[config.mk]
export PLATFORM = sky130hd
export DESIGN_NAME = settle_timer
export DESIGN_NICKNAME = d
export VERILOG_FILES = /design/src/rtl/truth_table_checker_settle_timer.sv
export SDC_FILE = /design/constraint.sdc
export NUM_CORES = 1
export LEC_CHECK = 0
export ABC_AREA = 1
export BUFFER_PORTS_ARGS = -buffer_cell sky130_fd_sc_hd__buf_2
export CAP_MARGIN = 10
export CORE_AREA = 2 2 39 41
export CTS_BUF_LIST = sky130_fd_sc_hd__clkbuf_4 sky130_fd_sc_hd__clkbuf_8
export DETAILED_ROUTE_END_ITERATION = 7
export DIE_AREA = 0 0 41 43
export PLACE_DENSITY = 0.83
export SLEW_MARGIN = 10
export SYNTH_ARGS = -nofsm -noshare
export SYNTH_HDL_FRONTEND = slang
export SYNTH_SLANG_ARGS = --single-unit
[constraint.sdc]
create_clock -name clk -period 1.3 [get_ports clk]
set_input_delay 0.13 -clock clk [delete_from_list [all_inputs] [get_ports clk]]
set_output_delay 0.13 -clock clk [all_outputs]
set_load 0.1 [all_outputs]
[src/rtl/truth_table_checker_settle_timer.sv]
// Loadable down-counter with a zero flag; holds at zero until reloaded.
// Intended for reuse by other self-test sequencers that need a hold interval.
module settle_timer #(
    parameter int WIDTH = 8
) (
    input  logic             clk,
    input  logic             rst,
    input  logic             load,
    input  logic             en,
    input  logic [WIDTH-1:0] load_val,
    output logic             zero
);

    logic [WIDTH-1:0] count_r;

    // Count register: load has priority over decrement.
    always_ff @(posedge clk or posedge rst) begin
        if (rst) begin
            count_r <= {WIDTH{1'b0}};
        end else if (load) begin
            count_r <= load_val;
        end else if (en && (count_r != {WIDTH{1'b0}})) begin
            count_r <= count_r - {{(WIDTH-1){1'b0}}, 1'b1};
        end else begin
            count_r <= count_r;
        end
    end

    assign zero = (count_r == {WIDTH{1'b0}});

endmodule

==> results of run 1 <==
==> power by group through the flow <==
stage          sequential, mW  clock [mW]  combinational (mW)
2_1_floorplan           0.338           0               0.263
3_3_place_gp            0.344           0               0.346
3_5_place_dp            0.347           0               0.355
4_1_cts                 0.341       0.200               0.447
5_1_grt                 0.344       0.213               0.520
6_report                0.342       0.205               0.464
==> worst reg2reg max path: cells and delay by family, from the launching register on <==
kind,cells,cell delay [ns]
AO/OA/AOI/OAI,2,0.22
adder cells (fa/ha/maj),1,0.14
buffers and inverters,2,0.21
flip-flops,1,0.39
AND/OR/NAND/NOR,3,0.30
==> stage by stage <==
| step | util | instances |
|---|---|---|
| floorplan | - | 91 |
| CTS | 0.674 | 136 |
| global route | 0.684 | 136 |
| finish | 0.684 | 136 |
| global placement | 0.581 | 124 |
| detailed placement | 0.581 | 124 |
==> Yosys cell counts (all sizes together) <==
cell | count | area share
buf | 1 | 0.0079
clkbuf | 1 | 0.0059
dfrtp | 8 | 0.32
ha | 2 | 0.040
inv | 11 | 0.065
nand2 | 32 | 0.21
nand3 | 15 | 0.13
nand4 | 1 | 0.0099
nor2 | 8 | 0.071
nor3 | 1 | 0.0079
o21ai | 8 | 0.099
or2 | 1 | 0.0099
xnor2 | 2 | 0.028
==> per-layer routing <==
metal | share of wire | up-vias | global-route usage | wire length [µm]
met3 | 0.048 | 5 | 0.0366 | 83
met5 | 0 | - | 0 | 0
met2 | 0.52 | 20 | 0.375 | 890
met1 | 0.41 | 333 | 0.319 | 708
met4 | 0.024 | 0 | 0.140 | 42
li1 | - | 349 | - | -
==> path summary, 6_finish.rpt <==
kind,endpoint,startpoint,cells past startpoint,slack (ns)
min in group asynchronous,count_r[0]$_DFFE_PP0P_,rst,3,0.36
hold / removal,count_r[3]$_DFFE_PP0P_,load_val[3],3,0.07
setup reg to reg,count_r[4]$_DFFE_PP0P_,count_r[1]$_DFFE_PP0P_,8,-0.06
max in group asynchronous,count_r[2]$_DFFE_PP0P_,rst,3,0.66
setup / recovery,zero,count_r[1]$_DFFE_PP0P_,5,-0.11
hold reg to reg,count_r[0]$_DFFE_PP0P_,count_r[0]$_DFFE_PP0P_,3,0.61
==> cell type report <==
type	count	share of cell area
clock buffers	3	0.0238
inverters	11	0.0436
multi-input cells	70	0.470
flip-flops and latches	8	0.215
well taps	16	0.0211
repair buffers	28	0.226
==> cell families after synthesis <==
family,count (synthesis)
buffers and inverters,13
and+or+nand+nor,58
DFF,8
adders and majority gates,2
AOI/OAI and AO/OA,8
xor gates and xnor gates,2
==> what timing repair did <==
item | in CTS | in global routing
pin swaps | 8 | 1
hold buffers | 1 | 0
gates resized for setup | 11 | 4
endpoints found under the setup margin | 8 | 9
endpoints found under the hold margin | 8 | 0
setup buffers | 8 | 0
gates cloned | 0 | 0
==> flow_metrics.tcl, run 1 <==
set metrics [dict create \
    wl_um 1730 \
    cts_buffers 3 \
    worst_setup_path_end_kind "output pin" \
    worstMarginPinSlew_ns 0.342 \
    postSynthAreaPerCell_um2 6.96 \
    drc 0 \
    status "finished with violations" \
    critical_path_buf_inv_count 2 \
    vias 707 \
    dieArea_mm2 0.00176 \
    synth-compound-area-share 0.0988 \
    critPathMaxStageDelay_ns 0.39 \
    viasPerCell 5.20 \
    synthMuxAreaShare 0 \
    powerDensity_mw_per_mm2 1070 \
    yosysSeqAreaShare 0.316 \
    grt_max_degree 12 \
    post-dp-hpwl_um 1120 \
    period_minus_slack_ns 1.41 \
    clkTransAtPathRegs_ns 0.06 \
    netlist_instances 91 \
    violations "setup timing" \
    reg_top3 "count_r x8" \
    slew_headroom 0.772 \
    path_class "flip-flop to output pin" \
    die_y_um 43 \
    diodes 0 \
    yosysWarnings 0 \
    post_drt_wl_per_cell_um 12.7 \
    rsz0062_at_grt "yes" \
    die_x_um 41 \
    tns_ns -0.418 \
    place_area_um2 805 \
    sw_frac_of_total 0.394 \
    p_int_mw 0.613 \
    gp_congestion 0.835 \
    cts.htree.levels 1 \
    drt_iter0_drc 19 \
    area.growth.synth_to_final_pct 49.6 \
    cts_sinks 8 \
    crit_fanout 2 \
    register_area_um2 204 \
    fin_crit_sh 1.09 \
    synth.distinct_cells 19 \
    startpoint_type "flip-flop" \
    grt_pass1_wl_um 2910 \
    grt_pass1_vias 677 \
    start_util 0.458 \
    core-area_mm2 0.00138 \
    worstPathRequired_ns 1.17 \
    portBuffers 12 \
    synth_xor_xnor_area_share 0.0277 \
    io_pins 13 \
    yosys.area_share.adder 0.0395 \
    synth_top_family_by_area "simple AND/OR/NAND/NOR gates" \
    hold_slack_ns 0.0672 \
    largest_reg_flops 8 \
    synth_nets 105 \
    yosys.area_share.simple 0.439 \
    multi_input_area_um2 445 \
    clockRootBuffer "clkbuf_4" \
    antenna_found_initial 0 \
    leakagePower_nw 0.489 \
    fill_cells 110 \
    total_power_mw 1.01 \
    hp-class "input pin to flip-flop" \
    maxCapViolations 0 \
    power_frac_seq 0.338 \
    first_pass_iters 4 \
    fin_area_um2 947 \
    cp_cell_sequence "inv_2 -> ha_4 -> nand2_4 -> nor2_4 -> buf_12" \
    cts_buffer_depth 2 \
    timing.fmax_ghz 0.709 \
    setup_violations 9 \
    fp-row-count 14 \
    cts_tree "built" \
    slew_violations 0 \
    cpMaxStageDelayCell "dfrtp_1" \
    irDropWorstVdd_mv 0.821 \
    layout_common_cells "nand2_1, buf_4, nand3_1" \
    fin_nets 136 \
    regMostFlops "count_r" \
    finalHoldViolations 0 \
    comb_power_share 0.459 \
    grt_usage 0.248 \
    fin_skew_ns 0.00160 \
    critPathTopFamily "flip-flops" \
    place_ws_ns -0.00668 \
    ys_ff_latch 8 \
    cp_data_arrival_time_ns 1.28 \
    gr-total-overflow 0 \
    fin_ws_ns -0.111 \
    final_common_cell "nand2_1" \
    drive_gt1_frac 0.500 \
    clk_latency_ns 0.27 \
    p_clk_frac 0.203 \
    drtAntennaViolNets 0 \
    switchingPower_mw 0.398 \
    synthesis.area_um2 633 \
]
(Power assumes the default switching activity.)
==> run 2, diff against run 1 <==
Settings changed: PLACE_DENSITY 0.83 to 0.82.
Clock period 1.3 ns to 1.6 ns, I/O delays scaled along.
==> run 2 against run 1 <==
The flow now finishes without violations. Via count down 13%. Critical path depth unchanged. Routed wire length down 25%. Clock-buffer cell count unchanged. Non-clock buffer count down 15. Utilization down 13 points.
==> flow_metrics.tcl, run 2 (synthesis gave the netlist of run 1 again) <==
set metrics [dict create \
    setup_violations 0 \
    wl_um 1290 \
    clk_latency_ns 0.26 \
    worstMarginPinSlew_ns 0.362 \
    cp_data_arrival_time_ns 1.35 \
    cts_setup_buffers 0 \
    cts_buffers 3 \
    worstPathRequired_ns 1.44 \
    clockRootBuffer "clkbuf_4" \
    fill_cells 125 \
    tns_ns 0 \
    place_ws_ns 0.212 \
    period_minus_slack_ns 1.51 \
    grt_usage 0.185 \
    startpoint_type "flip-flop" \
    fin_crit_sh 0.941 \
    largest_reg_flops 8 \
    cp_cell_sequence "inv_2 -> ha_1 -> nand2_2 -> nor2_4 -> buf_12" \
    fin_nets 121 \
    post_drt_wl_per_cell_um 10.7 \
    reg2reg_to "count_r[5]$_DFFE_PP0P_" \
    irDropWorstVdd_mv 0.630 \
    leakagePower_nw 0.400 \
    gr-total-overflow 0 \
    die_y_um 43 \
    drt_iter0_drc 11 \
    worst_setup_path_end_kind "output pin" \
    gp_congestion 0.792 \
    cts_tree "built" \
    fin_skew_ns 0.00826 \
    total_power_mw 0.694 \
    io_pins 13 \
    first_pass_iters 4 \
    critPathMaxStageDelay_ns 0.38 \
    rsz0062_at_grt "no" \
    start_util 0.458 \
    fin_area_um2 762 \
    timing.fmax_ghz 0.664 \
    fp-row-count 14 \
    grt_pass1_wl_um 2240 \
    core-area_mm2 0.00138 \
    antenna_found_initial 0 \
    reg_top3 "count_r x8" \
    die_x_um 41 \
    drtAntennaViolNets 0 \
    hold_path_depth 3 \
    cts_sinks 8 \
    critical_path_buf_inv_count 2 \
    status "completed" \
    drc 0 \
    slew_headroom 0.758 \
    crit_fanout 6 \
    vias 618 \
    grt_max_degree 13 \
    diodes 0 \
    regMostFlops "count_r" \
    area.growth.synth_to_final_pct 20.4 \
    fin_ws_ns 0.0938 \
    place_area_um2 729 \
    portBuffers 12 \
    hold_path_end "count_r[7]$_DFFE_PP0P_" \
    grt_pass1_vias 545 \
    maxCapViolations 0 \
    path_class "flip-flop to output pin" \
    critPathTopFamily "flip-flops" \
    post-dp-hpwl_um 990 \
    slew_violations 0 \
    cts_buffer_depth 2 \
    final_common_cell "nand2_1" \
    hp-start "load_val[7]" \
    rr_startpoint "count_r[0]$_DFFE_PP0P_" \
    viasPerCell 5.11 \
    dieArea_mm2 0.00176 \
    clkTransAtPathRegs_ns 0.05 \
    powerDensity_mw_per_mm2 911 \
    finalHoldViolations 0 \
    cts.htree.levels 1 \
    cpMaxStageDelayCell "dfrtp_1" \
    hp-class "input pin to flip-flop" \
    r2r_setup_slack_ns 0.20 \
    reg2reg_depth 7 \
    drive_gt1_frac 0.286 \
    layout_common_cells "nand2_1, nand3_1, buf_2" \
]
run 2: cell count changes in the layout (fill, tap and decap cells not counted), moves of 2 or more:
cell	change
nand2_1	+5
ha_1	+2
nor2_1	+2
nand2_2	-4
nor2_2	-2
nand3_2	-2
dfrtp_1	+3
dfrtp_2	-3
nand3_1	+2
buf_4	-13
run 2: per-layer routing:
layer / wire [µm] / up-vias / GRT usage
met4: 26 / 0 / 0.0867
met5: 0 / - / 0
met1: 601 / 274 / 0.259
li1: - / 320 / -
met3: 72 / 5 / 0.0419
met2: 590 / 19 / 0.259
run 2: area by class of cell:
type	count	area, µm²	area share
clock buffer	3	22.5	0.0296
multi-input combinational	70	393	0.516
tap	16	20.0	0.0263
inverter	11	41.3	0.0542
timing repair buffer	13	85.1	0.112
sequential	8	200	0.263
run 2: how the worst max path moves through the flow:
stage,from,end,slack [ns],depth (start not counted)
after floorplan,count_r[0]$_DFFE_PP0P_,count_r[3]$_DFFE_PP0P_,0.02,7
after global placement,count_r[0]$_DFFE_PP0P_,count_r[1]$_DFFE_PP0P_,0.25,7
after detailed placement,count_r[0]$_DFFE_PP0P_,count_r[4]$_DFFE_PP0P_,0.21,7
after CTS,count_r[1]$_DFFE_PP0P_,zero,0.09,5
after global routing,count_r[0]$_DFFE_PP0P_,zero,0.01,5
final,count_r[0]$_DFFE_PP0P_,zero,0.09,5
run 2: power breakdown:
part           total [mW]  internal (mW)  switching, mW
Sequential          0.281          0.235         0.0459
Clock               0.163         0.0864         0.0768
Combinational       0.250         0.0991          0.151
Total               0.694          0.421          0.274
run 2: timing repair:
action / CTS / global route
endpoints found under the setup margin: 0 / 1
gates resized for setup: 0 / 1
hold endpoints to repair: 8 / 0
hold buffers: 1 / 0
run 2: through the flow:
stage | instances | util | hold slack [ns]
2_1_floorplan | 91 | - | -0.0243
3_3_place_gp | 117 | 0.527 | 0.119
3_5_place_dp | 117 | 0.527 | 0.131
4_1_cts | 121 | 0.551 | 0.121
5_1_grt | 121 | 0.551 | 0.125
6_report | 121 | 0.551 | 0.117
run 2: worst reg2reg max path: stages (launching register included):
cell and delay [ns]:
dfrtp_1 0.38, inv_2 0.11, ha_1 0.17, nand2_2 0.10
o21ai_4 0.25, nand2_4 0.12, nand3_2 0.09, nand2_1 0.05
==> run 3, diff against run 2 <==
Settings changed: CELL_PAD_IN_SITES_DETAIL_PLACEMENT set to 0, CELL_PAD_IN_SITES_GLOBAL_PLACEMENT set to 1, CORE_AREA 2 2 39 41 to unset, CORE_MARGIN set to 2, CORE_UTILIZATION set to 39, DIE_AREA 0 0 41 43 to unset, GPL_TIMING_DRIVEN set to 0, PLACE_DENSITY 0.82 to 0.91.
==> run 3 against run 2 <==
Combinational power up 8.0%. Die area up 11%. Cell count grew 4.1%. Critical path depth is the same. Sequential power hardly changed. Highest routed layer unchanged. Sequential share of layout area down 1.1 points.
==> flow_metrics.tcl, run 3 (synthesis gave the netlist of run 1 again) <==
set metrics [dict create \
    status "completed" \
    p_clk_frac 0.222 \
    drive_gt1_frac 0.318 \
    largest_reg_flops 8 \
    grt_pass1_vias 613 \
    io_pins 13 \
    dieArea_mm2 0.00196 \
    fin_nets 126 \
    wl_um 1410 \
    cts_tree "built" \
    setup_violations 0 \
    power_frac_seq 0.397 \
    vias 631 \
    r2r_setup_slack_ns 0.16 \
    fin_area_um2 796 \
    fin_crit_sh 0.934 \
    post_drt_wl_per_cell_um 11.2 \
    fp-row-count 14 \
    layout_common_cells "nand2_1, nand3_1, buf_2" \
    tns_ns 0 \
    finalHoldViolations 0 \
    clockRootBuffer "clkbuf_4" \
    grt_busiest_layer "met2" \
    rsz0062_at_grt "no" \
    grtUsageMet1 0.218 \
    clkTransAtPathRegs_ns 0.05 \
    crit_fanout 5 \
    area.growth.synth_to_final_pct 25.7 \
    worstMarginPinSlew_ns 0.471 \
    fin_skew_ns 0.000768 \
    core-area_mm2 0.00151 \
    post-dp-hpwl_um 1050 \
    startpoint_type "flip-flop" \
    gr-total-overflow 0 \
    maxCapViolations 0 \
    antenna_found_initial 0 \
    regMostFlops "count_r" \
    slew_violations 0 \
    p_int_mw 0.435 \
    grt_max_degree 11 \
    leakagePower_nw 0.418 \
    portBuffers 12 \
    final_common_cell "nand2_1" \
    die_x_um 44.3 \
    grt_usage 0.180 \
    drtAntennaViolNets 0 \
    cts_sinks 8 \
    final_cells 126 \
    path_class "flip-flop to output pin" \
    first_pass_iters 4 \
    timing.fmax_ghz 0.669 \
    drc 0 \
    switchingPower_mw 0.273 \
    cts_buffers 3 \
    clk_latency_ns 0.26 \
    period_minus_slack_ns 1.49 \
    start_util 0.420 \
    die_y_um 44.3 \
    total_power_mw 0.707 \
    worstPathRequired_ns 1.44 \
    diodes 0 \
    cts.htree.levels 1 \
    cts_buffer_depth 2 \
    hp-class "input pin to flip-flop" \
    irDropWorstVdd_mv 0.501 \
    comb_power_share 0.382 \
    powerDensity_mw_per_mm2 889 \
    sw_frac_of_total 0.386 \
    cp_data_arrival_time_ns 1.33 \
    slew_headroom 0.686 \
    place_area_um2 723 \
    grt_pass1_wl_um 2540 \
    gp_congestion 0.747 \
    hold_slack_ns 0.122 \
    met3_usage 0.0408 \
    viasPerCell 5.01 \
    fin_ws_ns 0.105 \
    gr-usage-met2 0.279 \
    reg_top3 "count_r x8" \
    dp_cells 119 \
    place_ws_ns 0.138 \
    worst_setup_path_end_kind "output pin" \
    drt_iter0_drc 26 \
    final_util 0.528 \
]
-- run 3: cell count changes in the layout (fill, tap and decap cells not counted), sizes merged --
cell / previous run / this run
clkbuf: 3 / 4
buf: 12 / 16
-- run 3: area by class of cell --
type | count | area, µm²
Fill cell | 147 | 711
Tap cell | 16 | 20.0
Inverter | 11 | 41.3
Multi-Input combinational cell | 70 | 395
Clock buffer | 3 | 22.5
Buffer | 2 | 8.76
Timing Repair Buffer | 16 | 108
Sequential cell | 8 | 200
-- run 3: layer usage --
metal	routed length [µm]	part of all wire
met5	0	0
met4	27	0.019
met3	50	0.035
met2	676	0.48
met1	654	0.46
-- run 3: worst paths after layout --
path,startpoint,to,cells after the start
worst max-delay path,count_r[0]$_DFFE_PP0P_,zero,5
worst max register to register,count_r[0]$_DFFE_PP0P_,count_r[0]$_DFFE_PP0P_,7
min in group asynchronous,rst,count_r[0]$_DFFE_PP0P_,3
worst min register to register,count_r[1]$_DFFE_PP0P_,count_r[1]$_DFFE_PP0P_,2
worst min-delay path,load_val[3],count_r[3]$_DFFE_PP0P_,3
max in group asynchronous,rst,count_r[1]$_DFFE_PP0P_,3
-- run 3: power by group through the flow --
| stage | clock [mW] | combinational, mW | sequential (mW) |
|---|---|---|---|
| 2_1_floorplan | 0 | 0.200 | 0.274 |
| 5_1_grt | 0.172 | 0.307 | 0.285 |
| 6_report | 0.157 | 0.270 | 0.281 |
| 4_1_cts | 0.156 | 0.253 | 0.280 |
| 3_5_place_dp | 0 | 0.248 | 0.283 |
| 3_3_place_gp | 0 | 0.241 | 0.281 |
-- run 3: critical path, cell delays in order, from the launching register on --
cell     delay (ns)
dfrtp_1        0.38
inv_2          0.10
ha_2           0.18
nand2_2        0.10
nor2_4         0.13
buf_12         0.18
-- run 3: timing repair --
action / 4_1_cts / 5_1_grt
setup endpoints to repair: 1 / 1
gates resized for setup: 2 / 4
hold endpoints to repair: 8 / 0
setup buffers: 0 / 3
hold buffers: 1 / 0
